<file path="src/rtl/mmio_io_bridge_pkg.sv">
// Shared definitions for the data-memory-side I/O bridge.
// Holds the I/O window address constants, the bus widths, and the
// register selector used by the bridge's write decode and read mux.
package mmio_io_bridge_pkg;

   localparam int DATA_W = 32;
   localparam int SW_W   = 16;

   // Word addresses of the four I/O registers
   localparam logic [31:0] ADDR_SW    = 32'd4096;
   localparam logic [31:0] ADDR_LED   = 32'd4097;
   localparam logic [31:0] ADDR_FLAGS = 32'd4098;
   localparam logic [31:0] ADDR_CYCLE = 32'd4099;

   // Upper 30 bits shared by every address in the I/O window
   localparam logic [29:0] IO_BASE_WORD = 30'd1024;

   // The low two address bits pick a register inside the window
   typedef enum logic [1:0] {
      REG_SW     = 2'd0,
      REG_LED    = 2'd1,
      REG_FLAGS  = 2'd2,
      REG_CYCLE  = 2'd3
   } io_reg_e;

   // True when a word address falls inside the 4-word I/O window
   function automatic logic isIoAddr(input logic [DATA_W-1:0] addr);
      return (addr[DATA_W-1:2] == IO_BASE_WORD);
   endfunction

endpackage

</file>
<file path="src/rtl/mmio_io_bridge_sw_debounce.sv">
// Switch synchronizer and debouncer.
// Ports:
//   clock      system clock
//   reset      asynchronous active-low reset
//   sw_i       raw switch vector, asynchronous to clock
//   stable_o   last accepted (debounced) switch vector
//   update_o   high for the one cycle whose posedge loads a new stable value
//   changed_o  bits that change at that posedge (valid while update_o is high)
// A new vector is accepted only after it has been seen unchanged at the
// synchronizer output for DEBOUNCE_CYCLES consecutive comparisons; the
// partial count is thrown away whenever the input moves.
module sw_debounce
   import mmio_io_bridge_pkg::*;
#(
   parameter int DEBOUNCE_CYCLES = 500000,
   parameter int CNT_W           = 20
) (
   input  logic            clock,
   input  logic            reset,
   input  logic [SW_W-1:0] sw_i,
   output logic [SW_W-1:0] stable_o,
   output logic            update_o,
   output logic [SW_W-1:0] changed_o
);

   logic [SW_W-1:0]  sync1_q;
   logic [SW_W-1:0]  sync2_q;
   logic [SW_W-1:0]  swPrev_q;
   logic [SW_W-1:0]  stable_q, stable_d;
   logic [CNT_W-1:0] cnt_q, cnt_d;

   // Two-flop synchronizer followed by one more flop, so the debouncer
   // can tell whether the synchronized input moved since last cycle.
   always_ff @(posedge clock or negedge reset) begin
      if (!reset) begin
         sync1_q  <= '0;
         sync2_q  <= '0;
         swPrev_q <= '0;
      end else begin
         sync1_q  <= sw_i;
         sync2_q  <= sync1_q;
         swPrev_q <= sync2_q;
      end
   end

   // Debounce counter: counts cycles in which the synchronized input is
   // both unchanged and different from the accepted value.
   always_comb begin
      stable_d = stable_q;
      cnt_d    = cnt_q;
      update_o = 1'b0;
      if (sync2_q != swPrev_q) begin
         cnt_d = '0;
      end else if (sync2_q == stable_q) begin
         cnt_d = '0;
      end else if (cnt_q == CNT_W'(DEBOUNCE_CYCLES - 1)) begin
         stable_d = sync2_q;
         cnt_d    = '0;
         update_o = 1'b1;
      end else begin
         cnt_d = cnt_q + CNT_W'(1);
      end
   end

   assign changed_o = stable_q ^ sync2_q;
   assign stable_o  = stable_q;

   // Accepted vector and counter state
   always_ff @(posedge clock or negedge reset) begin
      if (!reset) begin
         stable_q <= '0;
         cnt_q    <= '0;
      end else begin
         stable_q <= stable_d;
         cnt_q    <= cnt_d;
      end
   end

endmodule

</file>
<file path="src/rtl/mmio_io_bridge.sv">
// Data-memory-side bridge between the processor dmem port, the data RAM,
// the board switches and the LEDs.
// Ports:
//   clock         system clock
//   reset         asynchronous active-low reset
//   address_dmem  processor word address
//   data          processor store data
//   wren          processor store enable
//   q_ram         read data from the data RAM
//   q_dmem        read data returned to the processor (combinational)
//   ram_wren      store enable forwarded to the RAM (suppressed for I/O)
//   SW            raw switches, asynchronous to clock
//   LED           LED register
// Word addresses 4096..4099 map to SW_STABLE (RO), LED (RW), SW_FLAGS
// (read / write-1-to-clear) and CYCLE (RW free-running counter).
module mmio_io_bridge
   import mmio_io_bridge_pkg::*;
#(
   parameter int DEBOUNCE_CYCLES = 500000,
   parameter int CNT_W           = 20
) (
   input  logic              clock,
   input  logic              reset,
   input  logic [DATA_W-1:0] address_dmem,
   input  logic [DATA_W-1:0] data,
   input  logic              wren,
   input  logic [DATA_W-1:0] q_ram,
   output logic [DATA_W-1:0] q_dmem,
   output logic              ram_wren,
   input  logic [SW_W-1:0]   SW,
   output logic [SW_W-1:0]   LED
);

   logic            ioSel;
   io_reg_e         regSel;
   logic            ledWrite, flagsWrite, cycWrite;
   logic [SW_W-1:0] swStable;
   logic            swUpdate;
   logic [SW_W-1:0] swChanged;
   logic [SW_W-1:0] setBits;

   logic [SW_W-1:0]   led_q, led_d;
   logic [SW_W-1:0]   flags_q, flags_d;
   logic [DATA_W-1:0] cyc_q, cyc_d;

   sw_debounce #(
      .DEBOUNCE_CYCLES (DEBOUNCE_CYCLES),
      .CNT_W           (CNT_W)
   ) u_sw_debounce (
      .clock     (clock),
      .reset     (reset),
      .sw_i      (SW),
      .stable_o  (swStable),
      .update_o  (swUpdate),
      .changed_o (swChanged)
   );

   // Address decode: I/O stores never reach the RAM
   assign ioSel      = isIoAddr(address_dmem);
   assign regSel     = io_reg_e'(address_dmem[1:0]);
   assign ram_wren   = wren & ~ioSel;
   assign ledWrite   = wren & ioSel & (regSel == REG_LED);
   assign flagsWrite = wren & ioSel & (regSel == REG_FLAGS);
   assign cycWrite   = wren & ioSel & (regSel == REG_CYCLE);

   // Next-state for the register file. New change bits are OR'd in after
   // the clear so a bit set and cleared in the same cycle stays set.
   always_comb begin
      led_d   = led_q;
      setBits = swUpdate ? swChanged : '0;
      flags_d = flags_q | setBits;
      cyc_d   = cyc_q + 32'd1;
      if (ledWrite) begin
         led_d = data[SW_W-1:0];
      end
      if (flagsWrite) begin
         flags_d = (flags_q & ~data[SW_W-1:0]) | setBits;
      end
      if (cycWrite) begin
         cyc_d = data;
      end
   end

   // Register file state
   always_ff @(posedge clock or negedge reset) begin
      if (!reset) begin
         led_q   <= '0;
         flags_q <= '0;
         cyc_q   <= '0;
      end else begin
         led_q   <= led_d;
         flags_q <= flags_d;
         cyc_q   <= cyc_d;
      end
   end

   // Read mux: purely combinational, reads have no side effects
   always_comb begin
      q_dmem = q_ram;
      if (ioSel) begin
         case (regSel)
            REG_SW:    q_dmem = {16'b0, swStable};
            REG_LED:   q_dmem = {16'b0, led_q};
            REG_FLAGS: q_dmem = {16'b0, flags_q};
            REG_CYCLE: q_dmem = cyc_q;
            default:   q_dmem = q_ram;
         endcase
      end
   end

   assign LED = led_q;

endmodule

</file>
<file path="config.mk">
export PLATFORM = sky130hd
export DESIGN_NAME = mmio_io_bridge
export DESIGN_NICKNAME = d
export VERILOG_FILES = /design/src/rtl/mmio_io_bridge_pkg.sv /design/src/rtl/mmio_io_bridge_sw_debounce.sv /design/src/rtl/mmio_io_bridge.sv
export SDC_FILE = /design/constraint.sdc
export NUM_CORES = 1
export LEC_CHECK = 0
export ABC_AREA = 0
export BUFFER_PORTS_ARGS = -buffer_cell sky130_fd_sc_hd__buf_2
export CORE_MARGIN = 2
export CORE_UTILIZATION = 58
export DETAILED_ROUTE_END_ITERATION = 10
export PLACE_DENSITY = 0.93
export SLEW_MARGIN = 10
export SYNTH_ARGS = -nofsm -noshare
export SYNTH_HDL_FRONTEND = slang
export SYNTH_SLANG_ARGS = --single-unit
</file>
<file path="constraint.sdc">
create_clock -name clock -period 4.7 [get_ports clock]
set_input_delay 0 -clock clock [delete_from_list [all_inputs] [get_ports clock]]
set_output_delay 0 -clock clock [all_outputs]
set_load 0.1 [all_outputs]
</file>
==> results.md, run 1 <==
* Relative contribution of combinational cells to total power at 10.1%
* Top cells by area in the synthesized netlist: sky130_fd_sc_hd__dfrtp_1 53%, sky130_fd_sc_hd__nand2_1 6.2%, sky130_fd_sc_hd__xnor2_1 5.8%
* Met2 routing resource usage after global routing at between 50% and 60%
* Cell with the most instances after synthesis: sky130_fd_sc_hd__dfrtp_1
* Skew-Pair Late Insertion Delay at 0.42 ns
* Overall fraction of global-route tracks in use at 33.8%
* Share of the clock period used by the worst path at 55.4%
* Setup repair after global routing missed its margin: no
* Buf/Inv on CP at 1
* Outcome: finished clean
* ANT cells at 0
* Post-Syn Area at 6970 um2
* Global placement routability congestion at 0.842
* Total congestion overflow at 0
* Count of pins on the block boundary at 164
* First-pass GRT wire length at 33300 um
* Vias per std cell at 6.15
* Antenna viol nets, final at 0
* Ys async rst share at 100%
* Final setup violation count at 0
* Number of buffers inserted by port buffering at approximately 160
* Synth area leader: sky130_fd_sc_hd__dfrtp_1
* Cell count after synthesis at 646
* Met3 track utilization from global routing at 8.24%
* Fill cell total of the finished layout at between 600 and 700
* Cell at the root of the clock tree: sky130_fd_sc_hd__clkbuf_16
* Largest stage delay on the critical path at 0.46 ns
* Chip Height at 114 um
* Power share of the sequential group at 42.9%
* Hold depth at 2
* Number of detailed-route iterations in the first pass at 6
* Most frequent cells after synthesis: 148 x sky130_fd_sc_hd__dfrtp_1, 115 x sky130_fd_sc_hd__nand2_1, 61 x sky130_fd_sc_hd__nor2_1
* Hold Slack at between 0.2 and 0.25 ns
* Total count of hold-check failures in the final report at 0
* Area of the placeable core at 11900 um2
* CTS tree: built
* Number of enable flip-flop cells after synthesis at 0
* Startpoint types: register
* Setup slack after placement at 2.09 ns
* WP data required at 5.00 ns
* Critical Path, Cell by Cell: xnor2_1, nand4_1, or2_2, o211ai_1, buf_4, mux2_2
* Maximum level of the CTS H-tree at 4
* Number of buffers on the longest clock path at 2
* Via count at 6252
* Total length of routed wires at about 21000 um
* CTS clock-pin slew for the worst setup and hold paths at 0.06 ns
* Arrival time of data at the critical path endpoint at approximately 2.9 ns
* HP Class: input pin to register
* Crit-path slowest cell: sky130_fd_sc_hd__dfrtp_1
* Largest vdd supply drop at roughly 0.30 mV
* Ratio of cells with drive above 1 in the final layout at 29.9%
* Number of global-route vias before repair at 6437
* Post-layout net count at 973
* Sequential cell area fraction in the yosys report at 53.1%
* Clock Sink Count at 148
* Largest net degree at the start of global routing at 110
* Power density cells at approximately 340 nW/um2
* Top achievable clock speed at 0.384 GHz
* Inserted Clock Buffers at 17
* Post-synthesis register bit count at roughly 150
* Area delta synth->final at 29.4%
* Internal cell power at 2290 uW
* Minimum period implied by the final worst setup slack at 2.61 ns
* Net count after synthesis at 763
* Number of antenna violations at the first check in global routing at 0
* Psw at 770 uW
* Share of the synthesized area in the top cell type at a little over half
* Routed length per placed instance at around 21 um
* Number of DRC markers after the initial detailed-route iteration at 677
* Area of the die at 12900 um2
* Share of power burned in the clock network at 47.0%
* Post-synthesis cell type count at 36
* Tightest Pin Transition at 1.25 ns
* Post-Route Skew at 0.00945 ns
* Met1 global-route usage at 43.0%
* Summed negative setup slack over all endpoints at 0 ns
* Effective utilization at floorplan at between 50% and 60%
* Critical path depth in cells at 6
* Crit path kind: register to register
* Ys flop type: sky130_fd_sc_hd__dfrtp_1
* Floorplan row count at 40
* Fraction of power spent switching nets at 25.1%
* Number of warning messages in the yosys log at 0
* Maxcap violations at 0
* Avg Inst Size Synth at roughly 11 um2
* Depth of the worst register-to-register path at 6
* Leakage component of the power at 0.00417 uW
* Most heavily used metal layer in global routing: met2
* Detailed placement HPWL at 12500 um
* Setup bufs post-CTS at 0
* Category of cells accounting for the largest share of critical-path delay: simple AND/OR/NAND/NOR gates
* Kind of capture point of the worst setup path: register
* Utilization of the core after routing at roughly three quarters
* Die width at 114 um
* Final critical-path setup slack at roughly 2.1 ns
* Worst-case headroom to the max-slew limit at 16.2%
* Count of final max-slew check failures at 0
* Number of design rule violations left after detail routing at 0
* Highest fanout seen on the critical path at 32
==> what timing repair did <==
action,in CTS,in global routing
resized for setup,0,0
hold buffers,49,0
endpoints found under the hold margin,188,0
==> power by group through the flow <==
stage / logic [uW] / clock network [uW] / registers, uW
3_3_place_gp: 266 / 0 / 1330
2_1_floorplan: 167 / 0 / 1330
6_report: 309 / 1440 / 1310
3_5_place_dp: 271 / 0 / 1340
5_1_grt: 326 / 1510 / 1320
4_1_cts: 304 / 1440 / 1310
==> cells in the final DEF, fill, tap and decap left out, types with 5 or more instances in the layout <==
| cell type | n |
|---|---|
| sky130_fd_sc_hd__and3_1 | 7 |
| sky130_fd_sc_hd__or2_2 | 5 |
| sky130_fd_sc_hd__nor2_1 | 60 |
| sky130_fd_sc_hd__dfrtp_1 | 148 |
| sky130_fd_sc_hd__nor4_1 | 12 |
| sky130_fd_sc_hd__mux2_2 | 32 |
| sky130_fd_sc_hd__clkbuf_16 | 17 |
| sky130_fd_sc_hd__mux4_2 | 16 |
| sky130_fd_sc_hd__buf_2 | 162 |
| sky130_fd_sc_hd__nor4b_1 | 5 |
| sky130_fd_sc_hd__o2bb2ai_1 | 16 |
| sky130_fd_sc_hd__nor3_1 | 5 |
| sky130_fd_sc_hd__dlygate4sd3_1 | 49 |
| sky130_fd_sc_hd__nand3_1 | 29 |
| sky130_fd_sc_hd__buf_4 | 8 |
| sky130_fd_sc_hd__nand2_1 | 115 |
| sky130_fd_sc_hd__a21oi_1 | 31 |
| sky130_fd_sc_hd__nand4_1 | 31 |
| sky130_fd_sc_hd__xnor2_1 | 46 |
| sky130_fd_sc_hd__xor2_1 | 33 |
==> sequential cells by signal (all words and copies together), names as in the netlist <==
name,flops
LED,16
u_sw_debounce.cnt_q,20
cyc_q,32
u_sw_debounce.swPrev_q,16
u_sw_debounce.sync2_q,16
u_sw_debounce.sync1_q,16
flags_q,16
u_sw_debounce.stable_o,16
==> worst paths after layout <==
kind / endpoint / startpoint / slack, ns
min in group asynchronous: u_sw_debounce.cnt_q[12] / reset / 0.25
setup / recovery: u_sw_debounce.stable_o[8] / u_sw_debounce.sync2_q[13] / 2.09
hold reg to reg: u_sw_debounce.sync2_q[5] / u_sw_debounce.sync1_q[5] / 0.35
hold / removal: u_sw_debounce.sync1_q[9] / SW[9] / 0.22
setup reg to reg: u_sw_debounce.stable_o[8] / u_sw_debounce.sync2_q[13] / 2.09
max in group asynchronous: cyc_q[16] / reset / 3.30
==> kinds of logic (layout without fill, tap and decap cells) <==
family | Yosys count | after routing | share of synthesized area, %
AND/OR/NAND/NOR | 283 | 283 | 19.1
adder cells (fa/ha/maj) | 2 | 2 | 0.359
buffers and inverters | 33 | 256 | 2.26
AO/OA/AOI/OAI | 52 | 52 | 4.70
multiplexers | 49 | 49 | 10.5
XOR/XNOR | 79 | 79 | 9.93
flip-flops | 148 | 148 | 53.1
==> metrics by stage <==
step           total power, uW  instances  area, um2
4_1_cts                   3060       1016       9020
3_3_place_gp              1600        935       7900
6_report                  3060       1016       9020
3_5_place_dp              1610        935       7900
5_1_grt                   3150       1016       9020
2_1_floorplan             1500        646       6970
==> area by class of cell <==
class                           count  area, um2  area share [%]
Sequential cell                   148       3700            41.0
Multi-Input combinational cell    465       3120            34.6
Timing Repair Buffer              220       1370            15.2
Clock buffer                       17        425            4.72
Clock inverter                     15        204            2.26
Tap cell                          147        184            2.04
Inverter                            4       15.0           0.166
==> per-layer routing <==
layer / up-vias / part of all wire (%)
met4: 0 / 4.6
met1: 3015 / 36
li1: 2673 / -
met2: 457 / 49
met3: 107 / 9.5
met5: - / 0
(Power assumes the default switching activity.)
==> inputs of run 2 (changes only) <==
- CORE_UTILIZATION: 58 -> 49
- PLACE_DENSITY: 0.93 -> 0.85
- clock period: 4.7 -> 2.3 ns (I/O delays scaled with it)
==> results.md, run 2 (same netlist as run 1, synthesis figures left out) <==
* Routed length per placed instance at 18.4 um (-10%)
* Number of antenna violations at the first check in global routing at 0 (unchanged)
* Number of detailed-route iterations in the first pass at 6 (unchanged)
* Crit-path slowest cell: sky130_fd_sc_hd__dfrtp_1
* Area used by multi-input combinational logic at 3150 um2 (+1.2%)
* Skew-Pair Late Insertion Delay at 0.43 ns (about the same)
* Cell at the root of the clock tree: sky130_fd_sc_hd__clkbuf_16
* Top reg by flops: cyc_q
* Highest fanout seen on the critical path at 20 (-38%)
* Number of buffers on the longest clock path at 2 (unchanged)
* Total congestion overflow at 0 (unchanged)
* Via count at 5948 (-4.9%)
* Largest net degree at the start of global routing at 72 (-35%)
* Antenna viol nets, final at 0 (unchanged)
* Detailed placement HPWL at 13100 um (+4.7%)
* Fill cell total of the finished layout at 949 (+41%)
* WP data required at 2.61 ns (-2.39 ns)
* Minimum period implied by the final worst setup slack at 2.24 ns (-0.368 ns)
* Global placement routability congestion at 0.848 (+0.65%)
* Crit path kind: register to register
* Area delta synth->final at 39.6%
* Area of the placeable core at 13900 um2 (+17%)
* Commonest non-fill, non-tap cell in the layout: sky130_fd_sc_hd__dfrtp_1
* Total length of routed wires at 19600 um (-6.0%)
* Most frequent cells in the layout: 148 x sky130_fd_sc_hd__dfrtp_1, 130 x sky130_fd_sc_hd__buf_2, 115 x sky130_fd_sc_hd__nand2_1
* Final critical-path setup slack at 0.0619 ns (-2.03 ns)
* Vias per std cell at 5.58 (-9.3%)
* Number of DRC markers after the initial detailed-route iteration at 479 (-29%)
* Registers with the most flip-flops: cyc_q (32), u_sw_debounce.cnt_q (20)
* Effective utilization at floorplan at 50.2% (-8.5 points)
* Floorplan row count at 43 (+7.5%)
* Top achievable clock speed at 0.447 GHz (+16%)
* Chip Height at 123 um (+8.5%)
* Clock Sink Count at 148 (unchanged)
* First-pass GRT wire length at 31800 um (-4.6%)
* Flip-flop count of the largest register, all copies and words added at 32 (unchanged)
* Area used by sequential logic in the layout at 3700 um2 (unchanged)
* Total placed instance area at 8560 um2 (+8.4%)
* Overall fraction of global-route tracks in use at 27.6% (-6.3 points)
* Ratio of cells with drive above 1 in the final layout at 31.8% (+1.9 points)
* Setup bufs post-CTS at 0 (unchanged)
* Number of global-route vias before repair at 6257 (-2.8%)
* Critical Path, Cell by Cell: xnor2_1, nand4_1, or2_2, o211ai_1, buf_6, mux2_2
* Maximum level of the CTS H-tree at 4 (unchanged)
* Power density cells at 658 nW/um2 (+94%)
* Largest stage delay on the critical path at 0.44 ns (-0.02 ns)
* Power, Total at 6400 uW (+110%)
* Share of the clock period used by the worst path at 97.3% (+42 points)
* Largest vdd supply drop at 0.534 mV (+75%)
* CTS clock-pin slew for the worst setup and hold paths at 0.06 ns (about the same)
* Arrival time of data at the critical path endpoint at 2.54 ns (-0.37 ns)
* Outcome: finished clean
* Post-layout net count at 990 (+1.7%)
* Area of the die at 15200 um2 (+18%)
* Die width at 123 um (+8.5%)
* Count of final max-slew check failures at 0 (unchanged)
* Final setup violation count at 0 (unchanged)
* Worst-case headroom to the max-slew limit at 56.8% (+41 points)
* Setup slack after placement at 0.0672 ns (-2.02 ns)
* CTS tree: built
* Tightest Pin Transition at 0.648 ns (-0.600 ns)
* Post-Route Skew at 0.00981 ns (+0.000366 ns)
* Inserted Clock Buffers at 17 (unchanged)
* Number of buffers inserted by port buffering at 163 (unchanged)
* Startpoint types: register
* Final std cell area, no fill at 9730 um2 (+7.8%)
* Total count of hold-check failures in the final report at 0 (unchanged)
* HP Class: input pin to async pin
* Leakage component of the power at 0.00445 uW (+6.8%)
* Count of pins on the block boundary at 164 (unchanged)
* Kind of capture point of the worst setup path: register
* Number of design rule violations left after detail routing at 0 (unchanged)
* Maxcap violations at 0 (unchanged)
* ANT cells at 0 (unchanged)
[run 2: path summary, 6_finish.rpt]
check                                            endpoint  slack (ns)  cells after the start                      start
min in group clock              u_sw_debounce.sync1_q[13]        0.22                      2                     SW[13]
worst min-delay path             u_sw_debounce.sync1_q[1]        0.16                      2                      reset
worst max-delay path            u_sw_debounce.stable_o[4]        0.06                      6   u_sw_debounce.sync2_q[2]
worst min register to register  u_sw_debounce.sync2_q[11]        0.35                      0  u_sw_debounce.sync1_q[11]
max in group asynchronous        u_sw_debounce.sync1_q[8]        1.32                      3                      reset
worst max register to register  u_sw_debounce.stable_o[4]        0.06                      6   u_sw_debounce.sync2_q[2]
[run 2: stage by stage]
| step | hold slack (ns) | util (%) | std cells | TNS, ns |
|---|---|---|---|---|
| global placement | 0.0461 | 61.7 | 985 | 0 |
| detailed placement | 0.0484 | 61.7 | 985 | 0 |
| finish | 0.155 | 70.1 | 1066 | 0 |
| CTS | 0.169 | 69.8 | 1066 | 0 |
| floorplan | -0.296 | - | 646 | 0 |
| global route | 0.208 | 70.1 | 1066 | -0.0217 |
[run 2: what timing repair did]
action	4_1_cts	5_1_grt
endpoints found under the hold margin	149	0
gates resized for setup	0	6
setup endpoints to repair	0	13
hold buffers	49	0
[run 2: worst max-delay path, delay by kind of cell, from the launching register on]
family	cells	cell delay [ns]
buffers and inverters	1	0.25
and+or+nand+nor	2	0.46
DFF	1	0.44
xor gates and xnor gates	1	0.34
AOI/OAI and AO/OA	1	0.25
muxes	1	0.36
[run 2: metal layers]
metal,track usage [%],up-vias,wire length (um)
met1,34.8,2955,8080
li1,-,2704,-
met4,10.3,0,388
met3,5.63,39,1190
met5,0,-,0
met2,47.1,250,9970
[run 2: cell type report]
| type | instances | share of cell area, % |
|---|---|---|
| Multi-Input combinational cell | 465 | 32.4 |
| Clock buffer | 19 | 4.66 |
| Sequential cell | 148 | 38.1 |
| Clock inverter | 13 | 1.85 |
| Inverter | 4 | 0.154 |
| Timing Repair Buffer | 237 | 20.5 |
| Tap cell | 180 | 2.32 |
[run 2: power breakdown]
group          internal (uW)  leakage [uW]  switching [uW]
sequential              2650       0.00185            36.6
combinational            312       0.00229             432
clock                   1870      0.000305            1100
